[config.mk]
export PLATFORM = sky130hd
export DESIGN_NAME = multicycle_control_unit_flat
export DESIGN_NICKNAME = d
export VERILOG_FILES = /design/src/rtl/multicycle_control_unit_pkg.sv /design/src/rtl/multicycle_control_unit_if.sv /design/src/rtl/multicycle_control_unit_decode.sv /design/src/rtl/multicycle_control_unit.sv /design/src/flat_wrapper.sv
export SDC_FILE = /design/constraint.sdc
export NUM_CORES = 1
export LEC_CHECK = 0
export ABC_AREA = 0
export CAP_MARGIN = 20
export CORE_ASPECT_RATIO = 0.8
export CORE_UTILIZATION = 35
export DETAILED_ROUTE_END_ITERATION = 8
export PLACE_DENSITY = 0.74
export SLEW_MARGIN = 20
export SYNTH_ARGS = -nofsm -noshare
export SYNTH_HDL_FRONTEND = slang
export SYNTH_SLANG_ARGS = --single-unit
[constraint.sdc]
create_clock -name CLK -period 1.7 [get_ports CLK]
set_input_delay 0.255 -clock CLK [delete_from_list [all_inputs] [get_ports CLK]]
set_output_delay 0.255 -clock CLK [all_outputs]
set_load 0.01 [all_outputs]
[src/rtl/multicycle_control_unit_pkg.sv]
// Shared types for the multicycle MIPS control unit: opcodes, functs, ALU ops,
// FSM states, PC source and ALU operand selects, and the decoded instruction class.
package multicycle_control_unit_pkg;

  typedef enum logic [5:0] {
    OP_RTYPE = 6'h00,
    OP_J     = 6'h02,
    OP_JAL   = 6'h03,
    OP_BEQ   = 6'h04,
    OP_BNE   = 6'h05,
    OP_ADDI  = 6'h08,
    OP_ADDIU = 6'h09,
    OP_SLTI  = 6'h0A,
    OP_SLTIU = 6'h0B,
    OP_ANDI  = 6'h0C,
    OP_ORI   = 6'h0D,
    OP_XORI  = 6'h0E,
    OP_LUI   = 6'h0F,
    OP_LW    = 6'h23,
    OP_SW    = 6'h2B,
    OP_HALT  = 6'h3F
  } opcode_t;

  typedef enum logic [5:0] {
    FN_SLLV = 6'h04,
    FN_SRLV = 6'h06,
    FN_JR   = 6'h08,
    FN_ADD  = 6'h20,
    FN_ADDU = 6'h21,
    FN_SUB  = 6'h22,
    FN_SUBU = 6'h23,
    FN_AND  = 6'h24,
    FN_OR   = 6'h25,
    FN_XOR  = 6'h26,
    FN_NOR  = 6'h27,
    FN_SLT  = 6'h2A,
    FN_SLTU = 6'h2B
  } funct_t;

  typedef enum logic [3:0] {
    ALU_SLL  = 4'd0,
    ALU_SRL  = 4'd1,
    ALU_ADD  = 4'd2,
    ALU_SUB  = 4'd3,
    ALU_AND  = 4'd4,
    ALU_OR   = 4'd5,
    ALU_XOR  = 4'd6,
    ALU_NOR  = 4'd7,
    ALU_SLT  = 4'd8,
    ALU_SLTU = 4'd9
  } aluop_t;

  typedef enum logic [2:0] {
    ST_RST    = 3'd0,
    ST_FETCH  = 3'd1,
    ST_DECODE = 3'd2,
    ST_EXEC   = 3'd3,
    ST_MEM    = 3'd4,
    ST_WB     = 3'd5,
    ST_HALT   = 3'd6
  } mc_state_t;

  typedef enum logic [1:0] {
    PC_PC4    = 2'd0,
    PC_BRANCH = 2'd1,
    PC_JUMP   = 2'd2,
    PC_JR     = 2'd3
  } pcsrc_t;

  typedef enum logic [1:0] {
    SRC_REG   = 2'd0,
    SRC_SHAMT = 2'd1,
    SRC_SEXT  = 2'd2,
    SRC_ZEXT  = 2'd3
  } alusrc_t;

  // What the FSM needs to know about an instruction to pick its path.
  typedef enum logic [3:0] {
    CLS_R    = 4'd0,
    CLS_I    = 4'd1,
    CLS_LUI  = 4'd2,
    CLS_LW   = 4'd3,
    CLS_SW   = 4'd4,
    CLS_BEQ  = 4'd5,
    CLS_BNE  = 4'd6,
    CLS_J    = 4'd7,
    CLS_JAL  = 4'd8,
    CLS_JR   = 4'd9,
    CLS_HALT = 4'd10
  } instr_class_t;

  localparam logic [1:0] REGDST_RD = 2'd0;
  localparam logic [1:0] REGDST_RT = 2'd1;
  localparam logic [1:0] REGDST_RA = 2'd2;

endpackage

[src/rtl/multicycle_control_unit_if.sv]
// Control-unit <-> datapath/memory bundle. The control unit is the master:
// it reads memory completion and the ALU zero flag, and drives all strobes.
// Handshake: iREN/dREN/dWEN are held high until the matching ihit/dhit is
// seen in the same cycle; the request drops (or the state moves) on the
// following edge.
interface multicycle_control_unit_if
  import multicycle_control_unit_pkg::*;
#(
  parameter int WORD_W    = 32,
  parameter int REG_IDX_W = 5
) ();
  logic [WORD_W-1:0]    imemload;
  logic                 ihit;
  logic                 dhit;
  logic                 zero;
  logic                 iREN;
  logic                 dREN;
  logic                 dWEN;
  logic                 IRWrite;
  logic                 PCWrite;
  pcsrc_t               PCsrc;
  aluop_t               aluop;
  alusrc_t              ALUsrc;
  logic                 RegWrite;
  logic [1:0]           RegDst;
  logic                 MemtoReg;
  logic                 lui;
  logic                 link;
  logic [REG_IDX_W-1:0] rs;
  logic [REG_IDX_W-1:0] rt;
  logic [REG_IDX_W-1:0] rd;
  logic [REG_IDX_W-1:0] shamt;
  logic [WORD_W-1:0]    imm_ext;
  logic [25:0]          jaddr;
  logic                 halt;
  logic                 illegal;
  logic                 mem_err;
  mc_state_t            dbg_state;

  modport master (
    input  imemload, ihit, dhit, zero,
    output iREN, dREN, dWEN, IRWrite, PCWrite, PCsrc, aluop, ALUsrc,
           RegWrite, RegDst, MemtoReg, lui, link, rs, rt, rd, shamt,
           imm_ext, jaddr, halt, illegal, mem_err, dbg_state
  );

  modport slave (
    output imemload, ihit, dhit, zero,
    input  iREN, dREN, dWEN, IRWrite, PCWrite, PCsrc, aluop, ALUsrc,
           RegWrite, RegDst, MemtoReg, lui, link, rs, rt, rd, shamt,
           imm_ext, jaddr, halt, illegal, mem_err, dbg_state
  );
endinterface

[src/rtl/multicycle_control_unit_decode.sv]
// Pure combinational instruction decode: IR -> fields, extended immediate,
// ALU op/operand select, instruction class and a legal flag.
module multicycle_control_unit_decode
  import multicycle_control_unit_pkg::*;
#(
  parameter int WORD_W    = 32,
  parameter int REG_IDX_W = 5
) (
  input  logic [WORD_W-1:0]    ir,
  output logic [REG_IDX_W-1:0] rs,
  output logic [REG_IDX_W-1:0] rt,
  output logic [REG_IDX_W-1:0] rd,
  output logic [REG_IDX_W-1:0] shamt,
  output logic [WORD_W-1:0]    imm_ext,
  output logic [25:0]          jaddr,
  output aluop_t               aluop,
  output alusrc_t              alusrc,
  output instr_class_t         cls,
  output logic                 legal
);
  opcode_t opcode;
  funct_t  funct;
  logic    zext;

  assign opcode  = opcode_t'(ir[31:26]);
  assign funct   = funct_t'(ir[5:0]);
  assign rs      = ir[21 +: REG_IDX_W];
  assign rt      = ir[16 +: REG_IDX_W];
  assign rd      = ir[11 +: REG_IDX_W];
  assign shamt   = ir[6 +: REG_IDX_W];
  assign jaddr   = ir[25:0];
  // Logical immediates are zero-extended; everything else replicates bit 15.
  assign imm_ext = zext ? {{(WORD_W-16){1'b0}}, ir[15:0]}
                        : {{(WORD_W-16){ir[15]}}, ir[15:0]};

  // Opcode/funct table; anything not listed is flagged illegal.
  always_comb begin
    aluop  = ALU_ADD;
    alusrc = SRC_REG;
    cls    = CLS_R;
    legal  = 1'b1;
    zext   = 1'b0;
    case (opcode)
      OP_RTYPE: begin
        case (funct)
          FN_SLLV: begin aluop = ALU_SLL; alusrc = SRC_SHAMT; end
          FN_SRLV: begin aluop = ALU_SRL; alusrc = SRC_SHAMT; end
          FN_JR:   cls = CLS_JR;
          FN_ADD, FN_ADDU: aluop = ALU_ADD;
          FN_SUB, FN_SUBU: aluop = ALU_SUB;
          FN_AND:  aluop = ALU_AND;
          FN_OR:   aluop = ALU_OR;
          FN_XOR:  aluop = ALU_XOR;
          FN_NOR:  aluop = ALU_NOR;
          FN_SLT:  aluop = ALU_SLT;
          FN_SLTU: aluop = ALU_SLTU;
          default: legal = 1'b0;
        endcase
      end
      OP_J:     cls = CLS_J;
      OP_JAL:   cls = CLS_JAL;
      OP_BEQ:   begin cls = CLS_BEQ; aluop = ALU_SUB; end
      OP_BNE:   begin cls = CLS_BNE; aluop = ALU_SUB; end
      OP_ADDI, OP_ADDIU: begin cls = CLS_I; alusrc = SRC_SEXT; end
      OP_SLTI:  begin cls = CLS_I; aluop = ALU_SLT;  alusrc = SRC_SEXT; end
      OP_SLTIU: begin cls = CLS_I; aluop = ALU_SLTU; alusrc = SRC_SEXT; end
      OP_ANDI:  begin cls = CLS_I; aluop = ALU_AND; alusrc = SRC_ZEXT; zext = 1'b1; end
      OP_ORI:   begin cls = CLS_I; aluop = ALU_OR;  alusrc = SRC_ZEXT; zext = 1'b1; end
      OP_XORI:  begin cls = CLS_I; aluop = ALU_XOR; alusrc = SRC_ZEXT; zext = 1'b1; end
      OP_LUI:   cls = CLS_LUI;
      OP_LW:    begin cls = CLS_LW; alusrc = SRC_SEXT; end
      OP_SW:    begin cls = CLS_SW; alusrc = SRC_SEXT; end
      OP_HALT:  cls = CLS_HALT;
      default:  legal = 1'b0;
    endcase
  end
endmodule

[src/rtl/multicycle_control_unit.sv]
// Multicycle MIPS control unit: owns the IR, the FETCH/DECODE/EXEC/MEM/WB
// sequencer, the memory-wait timeout counter and the sticky halt/error flags.
// Strobes are Moore-style from state and IR, qualified by ihit/dhit/zero.
module multicycle_control_unit
  import multicycle_control_unit_pkg::*;
#(
  parameter int WORD_W     = 32,
  parameter int REG_IDX_W  = 5,
  parameter int WAIT_LIMIT = 0
) (
  input  logic                         CLK,
  input  logic                         nRST,
  multicycle_control_unit_if.master    bus
);
  localparam int CNT_W = (WAIT_LIMIT > 1) ? $clog2(WAIT_LIMIT) : 1;
  localparam logic [CNT_W-1:0] LIMIT_M1 = CNT_W'(WAIT_LIMIT - 1);

  mc_state_t         state_q, state_d;
  logic [WORD_W-1:0] ir_q, ir_d;
  logic [CNT_W-1:0]  wait_cnt_q, wait_cnt_d;
  logic              halt_q, halt_d;
  logic              mem_err_q, mem_err_d;

  aluop_t            dec_aluop;
  alusrc_t           dec_alusrc;
  instr_class_t      dec_cls;
  logic              dec_legal;
  logic              at_limit;

  logic    o_iren, o_dren, o_dwen, o_irwrite, o_pcwrite;
  pcsrc_t  o_pcsrc;
  aluop_t  o_aluop;
  alusrc_t o_alusrc;
  logic    o_regwrite, o_memtoreg, o_lui, o_link, o_illegal;
  logic [1:0] o_regdst;

  multicycle_control_unit_decode #(
    .WORD_W    (WORD_W),
    .REG_IDX_W (REG_IDX_W)
  ) u_decode (
    .ir      (ir_q),
    .rs      (bus.rs),
    .rt      (bus.rt),
    .rd      (bus.rd),
    .shamt   (bus.shamt),
    .imm_ext (bus.imm_ext),
    .jaddr   (bus.jaddr),
    .aluop   (dec_aluop),
    .alusrc  (dec_alusrc),
    .cls     (dec_cls),
    .legal   (dec_legal)
  );

  // The last allowed wait cycle; a hit in this cycle still wins.
  assign at_limit = (WAIT_LIMIT != 0) && (wait_cnt_q == LIMIT_M1);

  // Next-state, IR/counter/flag updates and per-state strobes.
  always_comb begin
    state_d    = state_q;
    ir_d       = ir_q;
    wait_cnt_d = wait_cnt_q;
    mem_err_d  = mem_err_q;
    o_iren     = 1'b0;
    o_dren     = 1'b0;
    o_dwen     = 1'b0;
    o_irwrite  = 1'b0;
    o_pcwrite  = 1'b0;
    o_pcsrc    = PC_PC4;
    o_aluop    = ALU_SLL;
    o_alusrc   = SRC_REG;
    o_regwrite = 1'b0;
    o_regdst   = REGDST_RD;
    o_memtoreg = 1'b0;
    o_lui      = 1'b0;
    o_link     = 1'b0;
    o_illegal  = 1'b0;
    case (state_q)
      ST_RST: state_d = ST_FETCH;
      ST_FETCH: begin
        o_iren = 1'b1;
        if (bus.ihit) begin
          o_irwrite = 1'b1;
          o_pcwrite = 1'b1;
          ir_d      = bus.imemload;
          state_d   = ST_DECODE;
        end else if (at_limit) begin
          mem_err_d = 1'b1;
          state_d   = ST_HALT;
        end else begin
          wait_cnt_d = wait_cnt_q + 1'b1;
        end
      end
      ST_DECODE: begin
        if (!dec_legal) begin
          o_illegal = 1'b1;
          state_d   = ST_FETCH;
        end else begin
          case (dec_cls)
            CLS_HALT: state_d = ST_HALT;
            CLS_J: begin
              o_pcwrite = 1'b1;
              o_pcsrc   = PC_JUMP;
              state_d   = ST_FETCH;
            end
            CLS_JAL: begin
              o_pcwrite  = 1'b1;
              o_pcsrc    = PC_JUMP;
              o_regwrite = 1'b1;
              o_regdst   = REGDST_RA;
              o_link     = 1'b1;
              state_d    = ST_FETCH;
            end
            CLS_JR: begin
              o_pcwrite = 1'b1;
              o_pcsrc   = PC_JR;
              state_d   = ST_FETCH;
            end
            default: state_d = ST_EXEC;
          endcase
        end
      end
      ST_EXEC: begin
        o_aluop  = dec_aluop;
        o_alusrc = dec_alusrc;
        case (dec_cls)
          CLS_BEQ: begin
            o_pcwrite = bus.zero;
            o_pcsrc   = PC_BRANCH;
            state_d   = ST_FETCH;
          end
          CLS_BNE: begin
            o_pcwrite = !bus.zero;
            o_pcsrc   = PC_BRANCH;
            state_d   = ST_FETCH;
          end
          CLS_LW, CLS_SW: state_d = ST_MEM;
          default:        state_d = ST_WB;
        endcase
      end
      ST_MEM: begin
        o_dren = (dec_cls == CLS_LW);
        o_dwen = (dec_cls == CLS_SW);
        if (bus.dhit) begin
          state_d = (dec_cls == CLS_LW) ? ST_WB : ST_FETCH;
        end else if (at_limit) begin
          mem_err_d = 1'b1;
          state_d   = ST_HALT;
        end else begin
          wait_cnt_d = wait_cnt_q + 1'b1;
        end
      end
      ST_WB: begin
        o_regwrite = 1'b1;
        o_regdst   = (dec_cls == CLS_R) ? REGDST_RD : REGDST_RT;
        o_memtoreg = (dec_cls == CLS_LW);
        o_lui      = (dec_cls == CLS_LUI);
        state_d    = ST_FETCH;
      end
      ST_HALT: state_d = ST_HALT;
      default: state_d = ST_RST;
    endcase
    // Each fresh wait (entering FETCH or MEM from elsewhere) starts from zero.
    if ((state_d == ST_FETCH || state_d == ST_MEM) && (state_d != state_q)) begin
      wait_cnt_d = '0;
    end
    halt_d = halt_q | (state_d == ST_HALT);
  end

  // State, IR, wait counter and sticky flags.
  always_ff @(posedge CLK or negedge nRST) begin
    if (!nRST) begin
      state_q    <= ST_RST;
      ir_q       <= '0;
      wait_cnt_q <= '0;
      halt_q     <= 1'b0;
      mem_err_q  <= 1'b0;
    end else begin
      state_q    <= state_d;
      ir_q       <= ir_d;
      wait_cnt_q <= wait_cnt_d;
      halt_q     <= halt_d;
      mem_err_q  <= mem_err_d;
    end
  end

  assign bus.iREN      = o_iren;
  assign bus.dREN      = o_dren;
  assign bus.dWEN      = o_dwen;
  assign bus.IRWrite   = o_irwrite;
  assign bus.PCWrite   = o_pcwrite;
  assign bus.PCsrc     = o_pcsrc;
  assign bus.aluop     = o_aluop;
  assign bus.ALUsrc    = o_alusrc;
  assign bus.RegWrite  = o_regwrite;
  assign bus.RegDst    = o_regdst;
  assign bus.MemtoReg  = o_memtoreg;
  assign bus.lui       = o_lui;
  assign bus.link      = o_link;
  assign bus.illegal   = o_illegal;
  assign bus.halt      = halt_q;
  assign bus.mem_err   = mem_err_q;
  assign bus.dbg_state = state_q;
endmodule

[src/flat_wrapper.sv]
// flat-port wrapper written by rule: the top's interface ports become plain ports
module multicycle_control_unit_flat import multicycle_control_unit_pkg::*;
#(
  parameter int WORD_W     = 32,
  parameter int REG_IDX_W  = 5,
  parameter int WAIT_LIMIT = 0
)
  (CLK, nRST, bus_imemload, bus_ihit, bus_dhit, bus_zero, bus_iREN, bus_dREN, bus_dWEN, bus_IRWrite, bus_PCWrite, bus_PCsrc, bus_aluop, bus_ALUsrc, bus_RegWrite, bus_RegDst, bus_MemtoReg, bus_lui, bus_link, bus_rs, bus_rt, bus_rd, bus_shamt, bus_imm_ext, bus_jaddr, bus_halt, bus_illegal, bus_mem_err, bus_dbg_state);
  multicycle_control_unit_if #(.WORD_W(WORD_W), .REG_IDX_W(REG_IDX_W)) bus_i ();
  input  logic CLK;
  input  logic nRST;
  input wire logic [$bits(bus_i.imemload)-1:0] bus_imemload;
  input wire logic [$bits(bus_i.ihit)-1:0] bus_ihit;
  input wire logic [$bits(bus_i.dhit)-1:0] bus_dhit;
  input wire logic [$bits(bus_i.zero)-1:0] bus_zero;
  output wire logic [$bits(bus_i.iREN)-1:0] bus_iREN;
  output wire logic [$bits(bus_i.dREN)-1:0] bus_dREN;
  output wire logic [$bits(bus_i.dWEN)-1:0] bus_dWEN;
  output wire logic [$bits(bus_i.IRWrite)-1:0] bus_IRWrite;
  output wire logic [$bits(bus_i.PCWrite)-1:0] bus_PCWrite;
  output wire logic [$bits(bus_i.PCsrc)-1:0] bus_PCsrc;
  output wire logic [$bits(bus_i.aluop)-1:0] bus_aluop;
  output wire logic [$bits(bus_i.ALUsrc)-1:0] bus_ALUsrc;
  output wire logic [$bits(bus_i.RegWrite)-1:0] bus_RegWrite;
  output wire logic [$bits(bus_i.RegDst)-1:0] bus_RegDst;
  output wire logic [$bits(bus_i.MemtoReg)-1:0] bus_MemtoReg;
  output wire logic [$bits(bus_i.lui)-1:0] bus_lui;
  output wire logic [$bits(bus_i.link)-1:0] bus_link;
  output wire logic [$bits(bus_i.rs)-1:0] bus_rs;
  output wire logic [$bits(bus_i.rt)-1:0] bus_rt;
  output wire logic [$bits(bus_i.rd)-1:0] bus_rd;
  output wire logic [$bits(bus_i.shamt)-1:0] bus_shamt;
  output wire logic [$bits(bus_i.imm_ext)-1:0] bus_imm_ext;
  output wire logic [$bits(bus_i.jaddr)-1:0] bus_jaddr;
  output wire logic [$bits(bus_i.halt)-1:0] bus_halt;
  output wire logic [$bits(bus_i.illegal)-1:0] bus_illegal;
  output wire logic [$bits(bus_i.mem_err)-1:0] bus_mem_err;
  output wire logic [$bits(bus_i.dbg_state)-1:0] bus_dbg_state;
  assign bus_i.imemload = bus_imemload;
  assign bus_i.ihit = bus_ihit;
  assign bus_i.dhit = bus_dhit;
  assign bus_i.zero = bus_zero;
  assign bus_iREN = bus_i.iREN;
  assign bus_dREN = bus_i.dREN;
  assign bus_dWEN = bus_i.dWEN;
  assign bus_IRWrite = bus_i.IRWrite;
  assign bus_PCWrite = bus_i.PCWrite;
  assign bus_PCsrc = bus_i.PCsrc;
  assign bus_aluop = bus_i.aluop;
  assign bus_ALUsrc = bus_i.ALUsrc;
  assign bus_RegWrite = bus_i.RegWrite;
  assign bus_RegDst = bus_i.RegDst;
  assign bus_MemtoReg = bus_i.MemtoReg;
  assign bus_lui = bus_i.lui;
  assign bus_link = bus_i.link;
  assign bus_rs = bus_i.rs;
  assign bus_rt = bus_i.rt;
  assign bus_rd = bus_i.rd;
  assign bus_shamt = bus_i.shamt;
  assign bus_imm_ext = bus_i.imm_ext;
  assign bus_jaddr = bus_i.jaddr;
  assign bus_halt = bus_i.halt;
  assign bus_illegal = bus_i.illegal;
  assign bus_mem_err = bus_i.mem_err;
  assign bus_dbg_state = bus_i.dbg_state;
  multicycle_control_unit #(.WORD_W(WORD_W), .REG_IDX_W(REG_IDX_W), .WAIT_LIMIT(WAIT_LIMIT)) u_core (.CLK(CLK), .nRST(nRST), .bus(bus_i));
endmodule
# Yosys cells after proc, flatten, opt, wreduce, memory -nomap -nowiden
# Index checks and enable logic that the tools add are counted.
[word_totals]
ff_bits = 36
latch_bits = 0
ram_bits = 0
mem_bits_ro = 0
in_bits = 37
output_inout_bits = 103
elab_cells = 110
memories = 0
[classes]
addsub = 0
n_mul = 0
div_mod_pow = 0
order_cmp = 0
eq_ne = 44
shift = 0
muxes = 44
bitwise = 1
reduce_logical = 18
[ops]
columns = ["operator", "n"]
rows = [
  ["$eq A6 B6 Y1 const B", 13],
  ["$eq A6 B4 Y1 const B", 9],
  ["$pmux W4 S10", 1],
  ["$pmux W4 S9", 1],
  ["$mux W32", 1],
  ["$pmux W4 S7", 1],
  ["$eq A6 B3 Y1 const B", 4],
  ["$mux W1", 19],
  ["$pmux W3 S6", 1],
  ["$eq A4 B3 Y1 const B", 4],
  ["$reduce_or A15 Y1", 1],
  ["$reduce_or A2 Y1", 7],
  ["$reduce_or A13 Y1", 1],
  ["$eq A3 B3 Y1 const B", 4],
  ["$eq A4 B4 Y1 const B", 3],
  ["$eq A6 B2 Y1 const B", 2],
  ["$mux W3", 4],
  ["$pmux W2 S2", 3],
  ["$pmux W3 S2", 2],
  ["$eq A4 B2 Y1 const B", 2],
  ["$mux W2", 4],
  ["$mux W4", 2],
  ["$reduce_or A7 Y1", 1],
  ["$eq A3 B2 Y1 const B", 2],
  ["other kinds (12)", 15],
]

# Longest topological paths before layout
[logic_depth]
depth_word = 10
depth_mapped = 8

# By module
# Synthesis repeated with hierarchy kept, for this count alone.
[hier_totals]
hier_cells = 298
hier_area_um2 = 3002.9
[by_module_without_submodules]
columns = ["module", "instances", "cells_each", "area_per_inst_um2", "seq_area_each_um2"]
rows = [
  ["multicycle_control_unit", 1, 139, 1943.1, 900.9],
  ["multicycle_control_unit_decode", 1, 159, 1059.8, 0.0],
]

# Least setup slack after synthesis
# Ideal clock, no wire load.
[synth_timing]
kind = "reg-to-output"
start = "register u_core.state_q[2] (netlist: u_core.bus.dbg_state[2])"
end = "output bus_aluop[3]"
t_arrival_ns = 1.567
required_time_ns = 1.445
slack_ns = -0.122
path_stages_with_launch = 5
n_path_buf = 1
cell_sequence = "dfrtp_1 > buf_6 > nand3b_2 > a2111o_1 > a211oi_1"
[synth_via]
elab_chain_cells = 2
[synth_rtl]
columns = ["item", "line_no", "source"]
rows = [
  ["from (decl)", "multicycle_control_unit.sv:18", "mc_state_t state_q, state_d;"],
  ["from (signal assigned)", "multicycle_control_unit.sv:178", "state_q <= state_d;"],
  ["$eq A3 B2 Y1", "multicycle_control_unit.sv:77", "case (state_q)"],
  ["$mux W4", "multicycle_control_unit.sv:77", ""],
  ["to (decl)", "flat_wrapper.sv:22", "output wire logic [$bits(bus_i.aluop)-1:0] bus_aluop;"],
]
# No other way between the ends.

# Worst setup path after layout
[layout_timing]
start = "register u_core.ir_q[30]"
end = "output bus_lui"
[layout_via]
elab_chain_cells = 5
word_cells_on_any_way = 20
cone_classes = "eq/ne: 16; mux: 2; reduce/logical: 2"
[layout_rtl]
columns = ["item", "line_no", "source"]
rows = [
  ["from (decl)", "multicycle_control_unit.sv:19", "logic [WORD_W-1:0] ir_q, ir_d;"],
  ["from (signal assigned)", "multicycle_control_unit.sv:179", "ir_q <= ir_d;"],
  ["$eq A6 B4 Y1", "multicycle_control_unit_decode.sv:43", "case (opcode)"],
  ["$reduce_or A7 Y1 (no source line)", "-", ""],
  ["$pmux W4 S10 *", "multicycle_control_unit_decode.sv:43", ""],
  ["$eq A4 B2 Y1 *", "multicycle_control_unit.sv:156", "o_lui = (dec_cls == CLS_LUI);"],
  ["$mux W1 *", "multicycle_control_unit.sv:77", ""],
  ["to (decl)", "flat_wrapper.sv:27", "output wire logic [$bits(bus_i.lui)-1:0] bus_lui;"],
]
# Every way passes the cells marked *; elsewhere a longest branch is shown, timed or not.

==> results.sh <==
export IMPL_critPathArrivalTime_ns=1.97
export IMPL_rsz0062_at_grt="true"
export IMPL_met2WireLength_mm=4.23
export IMPL_grt_pass1_vias=2534
export IMPL_clock_latency_ns=0.28
export IMPL_power_leakage_nw=2.22
export IMPL_port_buffers=138
export IMPL_initial_core_util=0.370
export IMPL_chipWidth_um=102
export IMPL_dp_cells=502
export IMPL_peakVddDrop_uv=1090
export IMPL_hold_violations=0
export IMPL_hold_path_class="input pin to async pin"
export IMPL_drc=0
export IMPL_num_rows=28
export IMPL_synthCells=295
export IMPL_synth_ff_type="dfrtp_1"
export IMPL_yosysUniqueCellTypes=57
export IMPL_post_place_ws_ns=-0.709
export IMPL_dpl_hpwl_mm=5.86
export IMPL_core_um2=7570
export IMPL_synth_edf_count=0
export IMPL_worst_endpoint_required_ns=1.44
export IMPL_synth_warning_count=0
export IMPL_via_count=2625
export IMPL_h_tree_depth=2
export IMPL_path_max_fanout=4
export IMPL_syn_area_um2=2800
export IMPL_n_antenna_cell=0
export IMPL_violations="negative setup slack"
export IMPL_dieArea_um2=8370
export IMPL_synthTopCellsByCount="84 x buf_4, 36 x dfrtp_1, 27 x mux2_2"
export IMPL_cp_end_kind="output port"
export IMPL_antenna_found_initial=0
export IMPL_met3_length_um=610
export IMPL_fin_cells=548
export IMPL_synth_top_area_share=0.322
export IMPL_wl_per_cell_um=16.0
export IMPL_start_kind="flip-flop"
export IMPL_fin_nets=480
export IMPL_slew_violations=0
export IMPL_max_freq_mhz=450
export IMPL_tritoncts="done"
export IMPL_finalSetupViolCount=61
export IMPL_clockBufferDepth=2
export IMPL_fin_setup_tns_ns=-13.55
export IMPL_grt_pass1_wl_mm=12.5
export IMPL_routed_wl_mm=8.75
export IMPL_synthArstFlopShare=1.00
export IMPL_synth_seq_area_share=0.322
export IMPL_overflow=0
export IMPL_top_layer_used="met4"
export IMPL_globalplace_congestion=0.804
export IMPL_drv_cap=0
export IMPL_power_density_nw_per_um2=2050
export IMPL_ys_ff_latch=36
export IMPL_grt_max_degree=23
export IMPL_ys_top_cells_by_area="dfrtp_1 32%, buf_4 23%, mux2_2 11%, o21ai_0 2.9%, buf_6 2.8%"
export IMPL_drive_above_1_share=0.481
export IMPL_fin_ws_ns=-0.525
export IMPL_synth_avg_cell_area_um2=9.50
export IMPL_num_io_pins=140
export IMPL_root_buffer="clkbuf_8"
export IMPL_numClockSinks=36
export IMPL_fin_crit_sh=1.31
export IMPL_yosysMostFrequentCell="buf_4"
export IMPL_cts_buffers=5
export IMPL_die_height_um=82.0
export IMPL_firstDrtPassIters=4
export IMPL_syn_num_nets=332
export IMPL_yosys_area_top_type="dfrtp_1"
export IMPL_critPathKind="flip-flop to output port"
export IMPL_r2r_slack_ns=-0.05
export IMPL_status="complete, but fails checks"
export IMPL_met1Wirelength_mm=3.87
export IMPL_area_growth_pct=74.6
export IMPL_detail_route_antenna_nets=0
export IMPL_path_clk_slew_ns=0.07
export IMPL_fin_skew_ns=0.00467
export IMPL_period_needed_ns=2.22
export IMPL_track_usage=0.194
export IMPL_n_fill_cell=625
export IMPL_routed_via_density=4.79
export IMPL_totalPowerFinal_mw=10.0
export IMPL_drt_iter0_markers=79
## placed cells by master (no fill, tap or decap), types with 2 or more instances in the layout
master and count:
nor3b_1 2, clkbuf_16 3, buf_4 66, inv_2 3
clkdlybuf4s50_1 96, dlygate4sd2_1 16, nand2_1 12, buf_12 3
mux2_4 26, inv_1 3, nand3_1 7, dfrtp_1 29
nand3b_1 2, dfrtp_2 7, nor2_2 4, o21ai_1 5
nor2b_1 4, o21ai_0 10, a21oi_1 2, nor2_4 3
and3_4 3, nor2_1 6, buf_6 28, nor2b_4 2
nor3_4 3, dlymetal6s2s_1 5, o21ai_2 3, clkbuf_8 5
nand2b_1 5, o22ai_2 3, and2_4 2, nor3_1 2
nand4_1 3, a21oi_2 6, buf_2 16, nor4_4 2
nand3_2 2, a22oi_1 2
## power by group
part	internal [mW]	total, mW	leakage (nW)	switching [mW]
registers	1.32	1.81	0.420	0.494
logic	4.51	7.68	1.76	3.17
clock network	0.278	0.554	0.0410	0.276
## per-stage QoR
step / hold WS [ns] / instance area [um^2] / util
detailed placement: 0.222 / 4070 / 0.538
finish: 0.438 / 4890 / 0.646
floorplan: -0.0406 / 2830 / -
global route: 0.465 / 4890 / 0.646
CTS: 0.445 / 4460 / 0.589
global placement: 0.224 / 4070 / 0.538
## layout make-up
class	count	area, um^2	area share
Clock buffer	6	72.6	0.0148
Multi-Input combinational cell	157	1520	0.311
Inverter	7	33.8	0.00691
Timing Repair Buffer	236	2220	0.454
Sequential cell	36	910	0.186
Clock inverter	1	5.00	0.00102
Tap cell	105	131	0.0269
## worst paths after layout
kind | from | end | depth (start not counted)
setup / recovery | u_core.ir_q[30] | bus_lui | 7
hold / removal | nRST | u_core.ir_q[25] | 2
setup reg to reg | u_core.bus.dbg_state[1] | u_core.ir_q[30] | 7
hold reg to reg | u_core.bus.halt | u_core.bus.halt | 1
max in group asynchronous | nRST | u_core.ir_q[30] | 3
min in group CLK | u_core.bus.halt | u_core.bus.halt | 1
## repair_timing
| item | 4_1_cts | 5_1_grt |
|---|---|---|
| gates resized for setup | 157 | 75 |
| endpoints found under the hold margin | 18 | 0 |
| buffers inserted | 22 | 14 |
| pin swaps | 23 | 30 |
| hold buffers | 1 | 0 |
| endpoints found under the setup margin | 50 | 68 |
| gates cloned | 0 | 3 |
## logic make-up after synthesis
| logic type | share of synthesized area |
|---|---|
| buffers and inverters | 0.272 |
| AOI/OAI and AO/OA | 0.119 |
| xor gates and xnor gates | 0.00625 |
| muxes | 0.112 |
| and+or+nand+nor | 0.168 |
| DFF | 0.322 |
| other | 0.00134 |
## flip-flops by register name, indices dropped and copies added (netlist names)
| register | count |
|---|---|
| u_core.ir_q | 32 |
| u_core.bus.dbg_state | 3 |
| u_core.bus.halt | 1 |
## metal layers
| layer | GRT usage | vias up |
|---|---|---|
| li1 | - | 1240 |
| met1 | 0.246 | 1273 |
| met2 | 0.340 | 108 |
| met3 | 0.0460 | 4 |
| met4 | 0.0314 | 0 |
| met5 | 0 | - |
## worst max-delay path: stages, from the launching register on
cell     delay (ns)
dfrtp_2        0.46
buf_12         0.15
nor4_4         0.27
buf_4          0.16
nand3_2        0.07
o211a_4        0.17
nor4_4         0.25
buf_2          0.17
(Power assumes the default switching activity.)
==> edit 1 (same settings) <==
`WORD_W` is set to 32 in 4 places; all go to 40.
--- a/src/rtl/multicycle_control_unit_if.sv
+++ b/src/rtl/multicycle_control_unit_if.sv
@@ -8,3 +8,3 @@
 #(
-  parameter int WORD_W    = 32,
+  parameter int WORD_W    = 40,
   parameter int REG_IDX_W = 5
--- a/src/rtl/multicycle_control_unit_decode.sv
+++ b/src/rtl/multicycle_control_unit_decode.sv
@@ -5,3 +5,3 @@
 #(
-  parameter int WORD_W    = 32,
+  parameter int WORD_W    = 40,
   parameter int REG_IDX_W = 5
--- a/src/rtl/multicycle_control_unit.sv
+++ b/src/rtl/multicycle_control_unit.sv
@@ -6,3 +6,3 @@
 #(
-  parameter int WORD_W     = 32,
+  parameter int WORD_W     = 40,
   parameter int REG_IDX_W  = 5,
--- a/src/flat_wrapper.sv
+++ b/src/flat_wrapper.sv
@@ -3,3 +3,3 @@
 #(
-  parameter int WORD_W     = 32,
+  parameter int WORD_W     = 40,
   parameter int REG_IDX_W  = 5,
Ports: changed (resized bus_imemload and bus_imm_ext); port bits go from 140 to 156. No check against the original RTL was run, so the function may have changed too.
==> edit 1 against the original RTL <==
Wire length increased by 14%. Sequential cell count is the same. Area after synthesis rose by 2.1%. Total power grew 14%. The run still ends with negative setup slack left. Sequential share of layout area down 1.3 points. Combinational power grew 16%. Critical path type unchanged. First-iteration DRC count is 34% higher. Largest cell class unchanged. Cell area is 7.6% higher. Clock power rose by 21%. Setup slack got worse by 26 ps.
==> edit 1: results (changes against the original RTL) <==
Run status: finished, violations left
Failing checks: negative setup slack
R2R setup slack: -20 ps (+30 ps)
Critical path's top delay family: compound AO/OA/AOI/OAI gates
Total negative setup slack: -15230 ps (-1680 ps)
Final setup fails: 50 (-18%)
GP Congestion: 0.903 (+12%)
Signal buffers: 261 (+11%)
Synth cell count leaders: buf_4, dfrtp_1, mux2_2
TritonRoute pass-1 iters: 5 (+1)
Grt met2 use: 0.366 (+0.0258)
Via Count: 2794 (+6.4%)
PnR worst setup slack: -550 ps (-25.9 ps)
Non-clock buffer share: 0.482 (+0.0279)
Total GRT Usage: 0.208 (+0.0140)
Worst vdd ir: 1.01 mV (-7.3%)
Dpl ws: -731 ps (-22.2 ps)
Crit path DAT: 2000 ps (+30 ps)
Syn avg cell area: 9.44 sq um (-0.55%)
Hold_ws: 451 ps (+12.6 ps)
Seq/total area: 0.173 (-0.0129)
DP HPWL: 6190 microns (+5.6%)
DP Cell Count: 518 (+3.2%)
Power Density: 2170 nW/um^2 (+5.8%)
Number of global-route vias before repair: 2653 (+4.7%)
Ranking of synthesized cells by area: dfrtp_1, buf_4, mux2_2, o21ai_0, buf_6
I/O Buffers: 146 (+5.8%)
Compound-Gate Fraction of Synth Area: 0.117 (-0.00250)
Post-route cell area: 5260 sq um (+7.6%)
Final core utilization: 0.665 (+0.0190)
Clock share of power: 0.059 (+0.004)
Worst clock skew: 6.83 ps (+2.15 ps)
Length of routed met3 wiring: 667 microns (+9.3%)
Multi-input combinational area share: 0.295 (-0.0162)
Net Switching: 4.41 mW (+12%)
Xor/xnor cell area share of the yosys netlist: 0.00612 (-0.000131)
Routed met2 length: 5030 microns (+19%)
==> edit 1: cell count changes in the layout (fill, tap and decap cells not counted), moves of 2 or more <==
cell / unedited run / this run
nor3b_1: 2 / 0
and2_4: 2 / 5
dlygate4sd2_1: 16 / 5
buf_6: 28 / 59
dlymetal6s2s_1: 5 / 1
o21ai_1: 5 / 2
buf_4: 66 / 73
buf_12: 3 / 6
clkbuf_8: 5 / 7
==> edit 1: path summary, 6_finish.rpt <==
check | startpoint | end | cells after the start
worst min register to register | u_core.bus.halt | u_core.bus.halt | 1
min in group CLK | u_core.bus.halt | u_core.bus.halt | 1
max in group asynchronous | nRST | u_core.ir_q[28] | 3
worst max-delay path | u_core.ir_q[29] | bus_lui | 7
worst max register to register | u_core.bus.dbg_state[1] | u_core.ir_q[23] | 6
worst min-delay path | nRST | u_core.ir_q[1] | 2
==> edit 2 (same settings) <==
Made on the original files. Take the reset off `ir_q` and load it in a clocked block of its own.
--- a/src/rtl/multicycle_control_unit.sv
+++ b/src/rtl/multicycle_control_unit.sv
@@ -172,3 +172,2 @@
       state_q    <= ST_RST;
-      ir_q       <= '0;
       wait_cnt_q <= '0;
@@ -178,3 +177,2 @@
       state_q    <= state_d;
-      ir_q       <= ir_d;
       wait_cnt_q <= wait_cnt_d;
@@ -183,2 +181,6 @@
     end
+  end
+
+  always_ff @(posedge CLK) begin
+    ir_q <= ir_d;
   end
Check against the original RTL: differs if nRST is asserted again (counterexample within 4 cycles, from zero or initial values and one cycle with nRST low); with nRST held inactive, the same outputs for 10 cycles.
==> edit 2 against the original RTL <==
Sequential cell count unchanged. The flow still finishes with violations (negative setup slack). Global-route usage down 0.18 points. Worst hold slack worse by 270 ps. Area after synthesis down 12%. Wire length down 8.0%. Cell area down 6.9%. Setup slack worse by 230 ps. Synthesized cell count down 15%. Highest routed layer unchanged.
Power is not compared: it rests on default switching activity, and its combinational part moved more than twofold at a synthesized area within 25%.
==> edit 2: results (changes against the original RTL) <==
Worst setup path start: u_core.ir_q[29]
Post-Syn Nets: 289 (-13%)
GP Congestion: 0.811 (+0.83%)
R2R cell count: 8 (+1)
Netlist cell types: 43 (-25%)
Final setup fails: 37 (-39%)
Largest net degree at the start of global routing: 32 (+39%)
Nets: 438 (-8.8%)
EDFF count, synth: 32 (+32)
FF-to-FF Start: u_core.ir_q[28]
Crit path DAT: 2200 ps (+230 ps)
Dpl ws: -717 ps (-8.17 ps)
Ys async rst share: 0.111 (-0.889)
Number of fill cells: 481 (-23%)
Sequential area share after synthesis: 0.432 (+0.110)
Ranking of synthesized cells by area: edfxtp_1, buf_4, dfrtp_1, nor2_1, nor3b_1
Number of global-route vias before repair: 2229 (-12%)
Total GRT Usage: 0.192 (-0.00178)
Max incr delay on CP: 590 ps (+130 ps)
Vias per inst: 4.98 (+4.0%)
Routed len/inst: 16.6 microns (+3.7%)
Worst clock skew: 3.57 ps (-1.10 ps)
PnR worst setup slack: -751 ps (-227 ps)
DP HPWL: 5010 microns (-15%)
Slowest cell on crit path: or4_4
Failing checks: negative setup slack
Synth cell count leaders: buf_4, edfxtp_1, nor2_1
First DRT Iteration DRCs: 159 (+100%)
First-pass GRT wire length: 10900 microns (-13%)
Run status: finished, violations left
edit 2: logic make-up after synthesis:
group / synth area share
AO/OA/AOI/OAI: 0.0906
flip-flops: 0.432
other: 0.00153
multiplexers: 0.00866
buffers and inverters: 0.268
AND/OR/NAND/NOR: 0.188
XOR/XNOR: 0.0107
edit 2: layer usage:
layer  GRT usage  wire length (microns)  up-vias
met4      0.0731                    187        0
met5           0                      0        -
met3      0.0536                    661       17
met2       0.324                   4160      125
met1       0.229                   3040     1174
li1            -                      -     1106
edit 2: worst paths after layout:
kind	end	slack, ps
max in group asynchronous	u_core.bus.dbg_state[2]	1340
hold / removal	u_core.bus.halt	170
min in group CLK	u_core.bus.halt	470
hold reg to reg	u_core.bus.halt	470
setup / recovery	bus_RegDst[0]	-750
setup reg to reg	u_core.bus.dbg_state[1]	-240
edit 2: area by class of cell:
cell class,count,share of cell area
well taps,84,0.0231
multi-input cells,122,0.236
repair buffers,231,0.485
clock buffers,5,0.0151
flip-flops and latches,36,0.233
clock inverters,3,0.00412
inverters,5,0.00412
edit 2: stage by stage:
stage	setup TNS (ps)	cells	utilization	instance area, sq um	power [mW]
6_report	-13320	486	0.693	4560	5.24
5_1_grt	-16640	486	0.693	4560	5.51
4_1_cts	-13200	464	0.640	4200	4.88
3_5_place_dp	-19570	439	0.578	3800	3.98
3_3_place_gp	-18540	439	0.578	3800	3.94
2_1_floorplan	-1460	252	-	2530	2.83
edit 2: timing repair:
item	in CTS	in global routing
pin swaps	16	28
setup endpoints to repair	49	40
resized for setup	174	87
gates cloned	1	0
setup buffers	17	26
endpoints found under the hold margin	0	0
edit 2: power by group through the flow:
stage	logic (mW)	registers, mW	clock network (mW)
after detailed placement	2.58	1.40	0
after global placement	2.55	1.38	0
after floorplan	1.43	1.39	0
final	3.26	1.38	0.601
after global routing	3.45	1.41	0.656
after CTS	2.88	1.37	0.628
